**config.mk**
```make
export PLATFORM = sky130hd
export DESIGN_NAME = minmax_tag_queue
export DESIGN_NICKNAME = d
export VERILOG_FILES = /design/src/rtl/minmax_tag_queue.sv
export SDC_FILE = /design/constraint.sdc
export NUM_CORES = 1
export LEC_CHECK = 0
export ABC_AREA = 1
export CAP_MARGIN = 20
export CELL_PAD_IN_SITES_DETAIL_PLACEMENT = 2
export CELL_PAD_IN_SITES_GLOBAL_PLACEMENT = 2
export CORE_ASPECT_RATIO = 0.7
export CORE_MARGIN = 4
export CORE_UTILIZATION = 45
export DETAILED_ROUTE_END_ITERATION = 8
export DONT_BUFFER_PORTS = 1
export PLACE_DENSITY = 0.84
export SETUP_SLACK_MARGIN = 0.3
export SYNTH_ARGS = -nofsm -noshare
export SYNTH_HDL_FRONTEND = slang
export SYNTH_SLANG_ARGS = --single-unit
```
**constraint.sdc**
```tcl
create_clock -name clk_in -period 8.8 [get_ports clk_in]
set_input_delay 1.76 -clock clk_in [delete_from_list [all_inputs] [get_ports clk_in]]
set_output_delay 1.76 -clock clk_in [all_outputs]
set_load 0.005 [all_outputs]
```
**src/rtl/minmax_tag_queue.sv**
```systemverilog
// rtl/minmax_tag_queue.sv - double-ended priority queue of {tag, data} entries
// Dequeue removes the smallest- or largest-tag entry; min/max are rebuilt by a DEPTH-cycle rescan.
module minmax_tag_queue #(
  parameter int DATA_WIDTH = 32,
  parameter int TAG_WIDTH  = 32,
  parameter int DEPTH      = 8
) (
  input  logic                       clk_in,
  input  logic                       rst_in,
  input  logic                       enq_in,
  input  logic [DATA_WIDTH-1:0]      enq_data_in,
  input  logic [TAG_WIDTH-1:0]       enq_tag_in,
  input  logic                       deq_min_in,
  input  logic                       deq_max_in,
  output logic                       deq_ready_out,
  output logic [DATA_WIDTH-1:0]      data_out,
  output logic [TAG_WIDTH-1:0]       tag_out,
  output logic                       valid_out,
  output logic [TAG_WIDTH-1:0]       min_tag_out,
  output logic [TAG_WIDTH-1:0]       max_tag_out,
  output logic [$clog2(DEPTH):0]     size_out,
  output logic                       empty_out,
  output logic                       full_out
);
  localparam int IW = $clog2(DEPTH);
  localparam int SW = IW + 1;

  typedef enum logic {IDLE, SCAN} state_t;

  state_t                state_q, state_d;
  logic [DEPTH-1:0]      valid_q, valid_d;
  logic [TAG_WIDTH-1:0]  tag_q [DEPTH];
  logic [TAG_WIDTH-1:0]  tag_d [DEPTH];
  logic [DATA_WIDTH-1:0] data_q [DEPTH];
  logic [DATA_WIDTH-1:0] data_d [DEPTH];
  logic [SW-1:0]         size_q, size_d;
  logic [TAG_WIDTH-1:0]  min_tag_q, min_tag_d, max_tag_q, max_tag_d;
  logic [IW-1:0]         min_idx_q, min_idx_d, max_idx_q, max_idx_d;
  logic [TAG_WIDTH-1:0]  scan_min_q, scan_min_d, scan_max_q, scan_max_d;
  logic [IW-1:0]         scan_min_idx_q, scan_min_idx_d, scan_max_idx_q, scan_max_idx_d;
  logic                  scan_have_q, scan_have_d;
  logic [IW-1:0]         scan_idx_q, scan_idx_d;
  logic                  valid_out_q, valid_out_d;
  logic [DATA_WIDTH-1:0] data_out_q, data_out_d;
  logic [TAG_WIDTH-1:0]  tag_out_q, tag_out_d;

  logic                  enq_acc, deq_acc;
  logic [IW-1:0]         free_idx, deq_idx;
  logic [TAG_WIDTH-1:0]  c_min_t, c_max_t;
  logic [IW-1:0]         c_min_i, c_max_i;
  logic                  c_have;

  // Ordering key is (tag, slot index): equal tags resolve to the lower slot for both extremes.
  function automatic logic min_wins(input logic [TAG_WIDTH-1:0] t, input logic [IW-1:0] i,
                                    input logic [TAG_WIDTH-1:0] ct, input logic [IW-1:0] ci,
                                    input logic cv);
    return !cv || (t < ct) || ((t == ct) && (i < ci));
  endfunction

  function automatic logic max_wins(input logic [TAG_WIDTH-1:0] t, input logic [IW-1:0] i,
                                    input logic [TAG_WIDTH-1:0] ct, input logic [IW-1:0] ci,
                                    input logic cv);
    return !cv || (t > ct) || ((t == ct) && (i < ci));
  endfunction

  assign empty_out     = (size_q == '0);
  assign full_out      = (size_q == SW'(DEPTH));
  assign deq_ready_out = (state_q == IDLE) && !empty_out;
  assign size_out      = size_q;
  assign min_tag_out   = min_tag_q;
  assign max_tag_out   = max_tag_q;
  assign valid_out     = valid_out_q;
  assign data_out      = data_out_q;
  assign tag_out       = tag_out_q;

  assign enq_acc = enq_in && !full_out;
  assign deq_acc = (deq_min_in || deq_max_in) && deq_ready_out;
  assign deq_idx = deq_min_in ? min_idx_q : max_idx_q;

  always_comb begin
    free_idx = '0;
    for (int i = DEPTH - 1; i >= 0; i--) begin
      if (!valid_q[i]) free_idx = IW'(i);
    end
  end

  always_comb begin
    state_d        = state_q;
    valid_d        = valid_q;
    tag_d          = tag_q;
    data_d         = data_q;
    min_tag_d      = min_tag_q;
    max_tag_d      = max_tag_q;
    min_idx_d      = min_idx_q;
    max_idx_d      = max_idx_q;
    scan_min_d     = scan_min_q;
    scan_max_d     = scan_max_q;
    scan_min_idx_d = scan_min_idx_q;
    scan_max_idx_d = scan_max_idx_q;
    scan_have_d    = scan_have_q;
    scan_idx_d     = scan_idx_q;
    valid_out_d    = 1'b0;
    data_out_d     = data_out_q;
    tag_out_d      = tag_out_q;
    c_min_t        = scan_min_q;
    c_max_t        = scan_max_q;
    c_min_i        = scan_min_idx_q;
    c_max_i        = scan_max_idx_q;
    c_have         = scan_have_q;

    // The freed slot stays valid in valid_q this cycle, so an enq never lands in it.
    if (deq_acc) begin
      valid_d[deq_idx] = 1'b0;
      valid_out_d      = 1'b1;
      data_out_d       = data_q[deq_idx];
      tag_out_d        = tag_q[deq_idx];
    end
    if (enq_acc) begin
      valid_d[free_idx] = 1'b1;
      tag_d[free_idx]   = enq_tag_in;
      data_d[free_idx]  = enq_data_in;
    end
    size_d = size_q + SW'(enq_acc) - SW'(deq_acc);

    case (state_q)
      IDLE: begin
        if (deq_acc) begin
          if (size_d == '0) begin
            min_tag_d = '1;
            max_tag_d = '0;
          end else begin
            state_d     = SCAN;
            scan_idx_d  = '0;
            scan_have_d = 1'b0;
          end
        end else if (enq_acc) begin
          if (min_wins(enq_tag_in, free_idx, min_tag_q, min_idx_q, !empty_out)) begin
            min_tag_d = enq_tag_in;
            min_idx_d = free_idx;
          end
          if (max_wins(enq_tag_in, free_idx, max_tag_q, max_idx_q, !empty_out)) begin
            max_tag_d = enq_tag_in;
            max_idx_d = free_idx;
          end
        end
      end
      SCAN: begin
        if (valid_q[scan_idx_q]) begin
          if (min_wins(tag_q[scan_idx_q], scan_idx_q, c_min_t, c_min_i, c_have)) begin
            c_min_t = tag_q[scan_idx_q];
            c_min_i = scan_idx_q;
          end
          if (max_wins(tag_q[scan_idx_q], scan_idx_q, c_max_t, c_max_i, c_have)) begin
            c_max_t = tag_q[scan_idx_q];
            c_max_i = scan_idx_q;
          end
          c_have = 1'b1;
        end
        // A mid-scan enq joins the running candidates; a later visit of its slot is a no-op.
        if (enq_acc) begin
          if (min_wins(enq_tag_in, free_idx, c_min_t, c_min_i, c_have)) begin
            c_min_t = enq_tag_in;
            c_min_i = free_idx;
          end
          if (max_wins(enq_tag_in, free_idx, c_max_t, c_max_i, c_have)) begin
            c_max_t = enq_tag_in;
            c_max_i = free_idx;
          end
          c_have = 1'b1;
        end
        scan_min_d     = c_min_t;
        scan_max_d     = c_max_t;
        scan_min_idx_d = c_min_i;
        scan_max_idx_d = c_max_i;
        scan_have_d    = c_have;
        if (scan_idx_q == IW'(DEPTH - 1)) begin
          state_d   = IDLE;
          min_tag_d = c_min_t;
          max_tag_d = c_max_t;
          min_idx_d = c_min_i;
          max_idx_d = c_max_i;
        end else begin
          scan_idx_d = scan_idx_q + 1'b1;
        end
      end
      default: state_d = IDLE;
    endcase
  end

  always_ff @(posedge clk_in) begin
    tag_q          <= tag_d;
    data_q         <= data_d;
    min_idx_q      <= min_idx_d;
    max_idx_q      <= max_idx_d;
    scan_min_q     <= scan_min_d;
    scan_max_q     <= scan_max_d;
    scan_min_idx_q <= scan_min_idx_d;
    scan_max_idx_q <= scan_max_idx_d;
    scan_have_q    <= scan_have_d;
    scan_idx_q     <= scan_idx_d;
    if (rst_in) begin
      state_q     <= IDLE;
      valid_q     <= '0;
      size_q      <= '0;
      min_tag_q   <= '1;
      max_tag_q   <= '0;
      valid_out_q <= 1'b0;
      data_out_q  <= '0;
      tag_out_q   <= '0;
    end else begin
      state_q     <= state_d;
      valid_q     <= valid_d;
      size_q      <= size_d;
      min_tag_q   <= min_tag_d;
      max_tag_q   <= max_tag_d;
      valid_out_q <= valid_out_d;
      data_out_q  <= data_out_d;
      tag_out_q   <= tag_out_d;
    end
  end
endmodule

```
=== Word-level counts from Yosys, hierarchy flattened ===
Cells that the tools add are included.
Widths: inputs -> output; s select.

* Register bits after elaboration: 734
* Latch bits: 0
* Memory bits (writable): 0
* ROM bits: 0
* Output and inout port bits: 136
* Logic and storage cells: 207
* Memories kept: 0

* Add/subtract/negate cells: 3
* Multiply operators: 0
* Div/mod/pow operators: 0
* Order comparisons: 21
* Eq/ne operators: 20
* Shift operators: 0
* Mux-type cells: 87
* Bitwise logic cells: 7
* Reductions and logical operators: 37

{| class="wikitable"
|+ Operators by type and width
! cell !! count
|-
| $mux 32 || 27
|-
| $bwmux 256 || 2
|-
| $bmux 32 s3 || 3
|-
| $eq 32x32->1 || 6
|-
| $pmux 32 s2 || 2
|-
| $demux 32 s3 || 1
|-
| $gt 32x32->1 || 3
|-
| $lt 32x32->1 || 3
|-
| $mux 3 || 30
|-
| $lt 3x3->1 || 6
|-
| $pmux 3 s2 || 3
|-
| $mux 8 || 2
|-
| $reduce_and 4->1 || 4
|-
| $logic_or 1x1->1 || 13
|-
| $ge 4x4->1 const B || 3
|-
| $logic_and 1x1->1 || 12
|-
| $lt 3x4->1 const B || 3
|-
| $mux 1 || 12
|-
| $not 3->4 || 3
|-
| $ne 2x2->1 const B || 5
|-
| $ne 3x2->1 const B || 3
|-
| $and 8x8->8 || 1
|-
| $logic_not 4->1 || 2
|-
| $not 8->8 || 1
|-
| other kinds (17) || 25
|}

=== Depth between registers and ports, before layout ===
* Depth after elaboration: 17
* Mapped depth: 46

=== Worst setup path before layout ===
OpenSTA, ideal clock, no wires.

* Path kind: input -> register
* Start point: in enq_in
* End point: reg data_q[0] in the netlist's numbering (enable)
* Setup time: 0.488 ns
* Data arrival time: 4.892 ns
* Required time: 8.312 ns
* Setup slack: 3.420 ns
* Cell stages on the path: 4
* Path through: o21ai_1 -> nor3_1 -> inv_1 -> nor2_1

* Cells in the longest elaborated chain, start to end: 1

{| class="wikitable"
|+ RTL lines
! what !! line !! text
|-
| start: declaration || 10 || <nowiki>input logic enq_in,</nowiki>
|-
| $logic_and 1x1->1 || 76 || <nowiki>assign enq_acc = enq_in && !full_out;</nowiki>
|-
| end signal: assignment || 192 || <nowiki>data_q <= data_d;</nowiki>
|-
| end: declaration || 34 || <nowiki>logic [DATA_WIDTH-1:0] data_q [DEPTH];</nowiki>
|}

Every way passes these cells.
A chain may end at the register's enable or synchronous reset.

=== Worst setup path after layout ===
* Start point: reg scan_idx_q[0]
* End point: reg min_tag_q[23], in the netlist min_tag_out[23]

* Cells in the longest elaborated chain, start to end: 17

{| class="wikitable"
|+ RTL lines
! what !! line !! text
|-
| start: declaration || 42 || <nowiki>logic [IW-1:0] scan_idx_q, scan_idx_d;</nowiki>
|-
| start signal: assignment || 200 || <nowiki>scan_idx_q <= scan_idx_d;</nowiki>
|-
| $not 3->4 (not written as such) || 149, 150 ||
|-
| $bmux 32 s3 || 149, 150 ||
|-
| $mux 32 (not written as such) (2 in a row) || 149, 150 ||
|-
| $lt 32x32->1 or $eq 32x32->1 (tied branches) || 57 || <nowiki>return !cv || (t < ct) || ((t == ct) && (i < ci));</nowiki>
|-
| $logic_or 1x1->1 or $logic_and 1x1->1 (tied branches) || 57 ||
|-
| $logic_or 1x1->1 || 57 ||
|-
| $mux 32 or $mux 3 (tied branches) || 149 || <nowiki>if (min_wins(tag_q[scan_idx_q], scan_idx_q, c_min_t, c_min_i, c_have)) begin</nowiki>
|-
| $mux 32 or $mux 3 (tied branches) || 148 || <nowiki>if (valid_q[scan_idx_q]) begin</nowiki>
|-
| $mux 32 or $mux 3 (tied branches) || 125 || <nowiki>case (state_q)</nowiki>
|-
| $lt 32x32->1 (tied with other cells) || 57 ||
|-
| $logic_or 1x1->1 or $logic_and 1x1->1 (tied branches) || 57 ||
|-
| $logic_or 1x1->1 || 57 ||
|-
| $mux 32 || 161 || <nowiki>if (min_wins(enq_tag_in, free_idx, c_min_t, c_min_i, c_have)) begin</nowiki>
|-
| $mux 32 || 160 || <nowiki>if (enq_acc) begin</nowiki>
|-
| $mux 32 || 176 || <nowiki>if (scan_idx_q == IW'(DEPTH - 1)) begin</nowiki>
|-
| $pmux 32 s2 || 125 ||
|-
| end signal: assignment || 214 || <nowiki>min_tag_q <= min_tag_d;</nowiki>
|-
| end: declaration || 37 || <nowiki>logic [TAG_WIDTH-1:0] min_tag_q, min_tag_d, max_tag_q, max_tag_d;</nowiki>
|}

Parallel ways exist; a longest one is shown, timed or not. The select of a mux whose other input is x is not followed.

==> flow_summary.yaml <==
final_layout:
  mostFrequentLayoutCells: "edfxtp_1 (592), nand2_1 (507), inv_1 (429)"
  fillers: 7895
  syn2layout_area_growth_pct: 10.1
  layout_commonest_cell: "edfxtp_1"
  antenna_cells: 0
  nets: 3826
  drive_gt1_share_pct: 7.77
synth:
  ys_seq_area_share_pct: 56.9
  syn-num-nets: 3872
  synthCells: 3589
  synth_cell_types: 51
  syn_area_per_cell_um2: 10.1
  ys_async_sr_fraction_pct: 0
  yosys_most_used_dff: "edfxtp_1"
  ys_seq_elements: 734
  synth_area_mm2: 0.0363
  synth_edf_count: 592
  yosys_warnings: 0
sta:
  fin_crit_sh_pct: 97.1
  setup-violations-final: 0
  finClkSkew_ps: 38.0
  max_slew_margin_pct: 14.3
  fmax_ghz: 0.117
  hold_violations: 0
  fin_tns_setup_ps: 0
  drv_slew: 0
  rsz0062_at_grt: "false"
  setup_slack_ps: 255
  min_period_ps: 8540
  worst_pin_slew_ps: 1270
global_routing:
  grt_max_degree: 121
  antenna_found_initial: 5
  grt_pass1_vias: 35100
  gr-total-overflow: 0
  grt_pass1_wl_mm: 245
  grt_use_total_pct: 38.4
min_path:
  min_delay_path_depth: 2
  hp-start: "min_tag_out[12]"
  hold_path.class: "register to register"
  worst_hold_path.endpoint: "min_tag_out[12]"
floorplanning:
  die_w_um: 347
  dieArea_mm2: 0.0853
  die_h_um: 246
  coreArea_mm2: 0.0793
  row_count: 86
  start_util_pct: 45.7
  io_pins: 205
detailed_routing:
  dr.pass1.iters: 5
  drtAntennaViolNets: 0
  drc_errors: 0
  wl_per_cell_um: 36.0
  drt-vias-per-instance: 6.80
  drt_iter0_drc: 3757
  vias: 31700
  routed_wl_mm: 168
critical_path:
  required_ps: 9400
  path_common_cell: "nand2_1"
  path_class: "register to register"
  r2r_cells: 34
  slowest_stage: "nor3_1"
  critPathLaunchType: "register"
  reg2reg_to: "min_tag_out[23]"
  worst-path-max-fanout: 120
  reg2reg_slack_ps: 260
  path_buf_inv: 5
  slowest_delay_ps: 540
  endpoint_kind: "register"
  regToRegStartpoint: "scan_idx_q[0]"
  arrival_ps: 9150
  critPathTopFamily: "simple AND/OR/NAND/NOR gates"
placed_design:
  port_buffers: 0
  gp_congestion: 0.860
  dp_slack_ps: 779
  hpwl_mm: 98.1
power:
  switching_share_pct: 50.2
  seqPwrFrac_pct: 27.6
  p_per_area_mw_per_mm2: 454
  switching_power_mw: 9.10
  combPwrFrac_pct: 53.2
  internal-power_mw: 9.02
  peakVddDrop_mv: 0.274
  p_clk_share_pct: 19.2
  p_leak_nw: 15.8
clock_network:
  root_buffer: "clkbuf_16"
  cts_tree: "built"
  clockBufferDepth: 3
  h-tree-depth: 3
  numCtsBuffers: 76
  clock_latency_ps: 680
  cts.sinks: 734
  clk_pin_slew_ps: 60
run_status:
  status: "complete, no violations"
run:
  maxCapViolations: 0
worst register-to-register path: cells and delay by family (launching register included):
family,cells,cell delay [ps]
buf+inv,5,1770
compound gates,7,2290
fa+ha+maj,2,460
flops,1,470
simple gates,20,3500
repair_timing:
item / CTS / global route
setup buffers: 0 / 0
hold buffers: 0 / 0
setup endpoints to repair: 1 / 133
resized for setup: 1 / 4
power by group through the flow:
stage | Sequential (mW) | Clock, mW | Combinational (mW)
after floorplan | 4.85 | 0 | 5.41
after global placement | 4.99 | 0 | 7.75
after detailed placement | 5.04 | 0 | 8.53
after CTS | 5.00 | 3.48 | 9.27
after global routing | 5.03 | 3.62 | 10.2
final | 5.01 | 3.48 | 9.63
cell usage after synthesis (20+ instances only):
cell type | n | area share, %
nand3_1 | 146 | 2.0
nand4_1 | 38 | 0.66
ha_1 | 213 | 7.3
nand2_1 | 507 | 5.2
clkbuf_1 | 113 | 1.2
nor2_1 | 212 | 2.2
dfxtp_1 | 142 | 7.8
buf_2 | 60 | 0.83
o21ai_1 | 29 | 0.40
a21oi_2 | 21 | 0.51
nand2_2 | 27 | 0.47
o211ai_1 | 38 | 0.79
o21ai_0 | 276 | 3.8
a221oi_1 | 71 | 1.7
a31oi_1 | 41 | 0.71
edfxtp_1 | 592 | 49
a41oi_1 | 25 | 0.60
a22oi_1 | 90 | 1.9
nand3_2 | 20 | 0.55
and2_1 | 32 | 0.55
o22ai_1 | 21 | 0.36
inv_1 | 435 | 4.5
a21oi_1 | 312 | 4.3
final cells by class:
type,instances,area (um2),area share (%)
flip-flops and latches,734,20600,51.7
multi-input cells,2215,13200,33.1
clock buffers,105,2060,5.16
inverters,450,1700,4.26
well taps,1056,1320,3.31
repair buffers,66,547,1.37
clock inverters,35,444,1.11
logic make-up after synthesis:
kind of cell             Yosys count  synth area share (%)
adder cells (fa/ha/maj)          214                  7.40
XOR/XNOR                           2                0.0483
flip-flops                       734                  56.9
AO/OA/AOI/OAI                    990                  16.6
AND/OR/NAND/NOR                 1009                  12.2
buffers and inverters            640                  6.90
layer usage:
metal,global-route usage [%],routed length [um],vias up
met2,64.2,80000,2133
met4,21.4,10300,6
met1,46.5,62400,16200
met5,0,43,-
met3,8.07,15100,689
li1,-,-,12700
how the worst max path moves through the flow:
stage	start	to	slack [ps]	depth (start not counted)
after floorplan	enq_in	data_q[0]	3420	4
after global placement	scan_idx_q[0]	scan_max_q[31]	1310	29
after detailed placement	scan_idx_q[0]	scan_max_q[17]	780	33
after CTS	scan_idx_q[0]	scan_max_q[9]	500	29
after global routing	scan_idx_q[0]	min_tag_out[23]	290	35
final	scan_idx_q[0]	min_tag_out[23]	260	34
state kept, by name, summed over array words and instances (netlist names), 4 cells and up:
register     count
data_q         256
tag_q          256
data_out        32
max_tag_out     32
min_tag_out     32
scan_max_q      32
scan_min_q      32
tag_out         32
valid_q          8
size_out         4
metrics by stage:
stage          std cells  utilization, %  cell area [um2]  hold slack [ps]  power (mW)
2_1_floorplan       3589               -            36300              481        10.3
3_3_place_gp        4519            47.1            37400              502        12.7
3_5_place_dp        4520            47.1            37400              518        13.6
4_1_cts             4660            50.3            39900              536        17.8
5_1_grt             4661            50.3            39900              567        18.8
6_report            4661            50.3            39900              529        18.1
No activity file was read; power rests on OpenSTA's default activity.
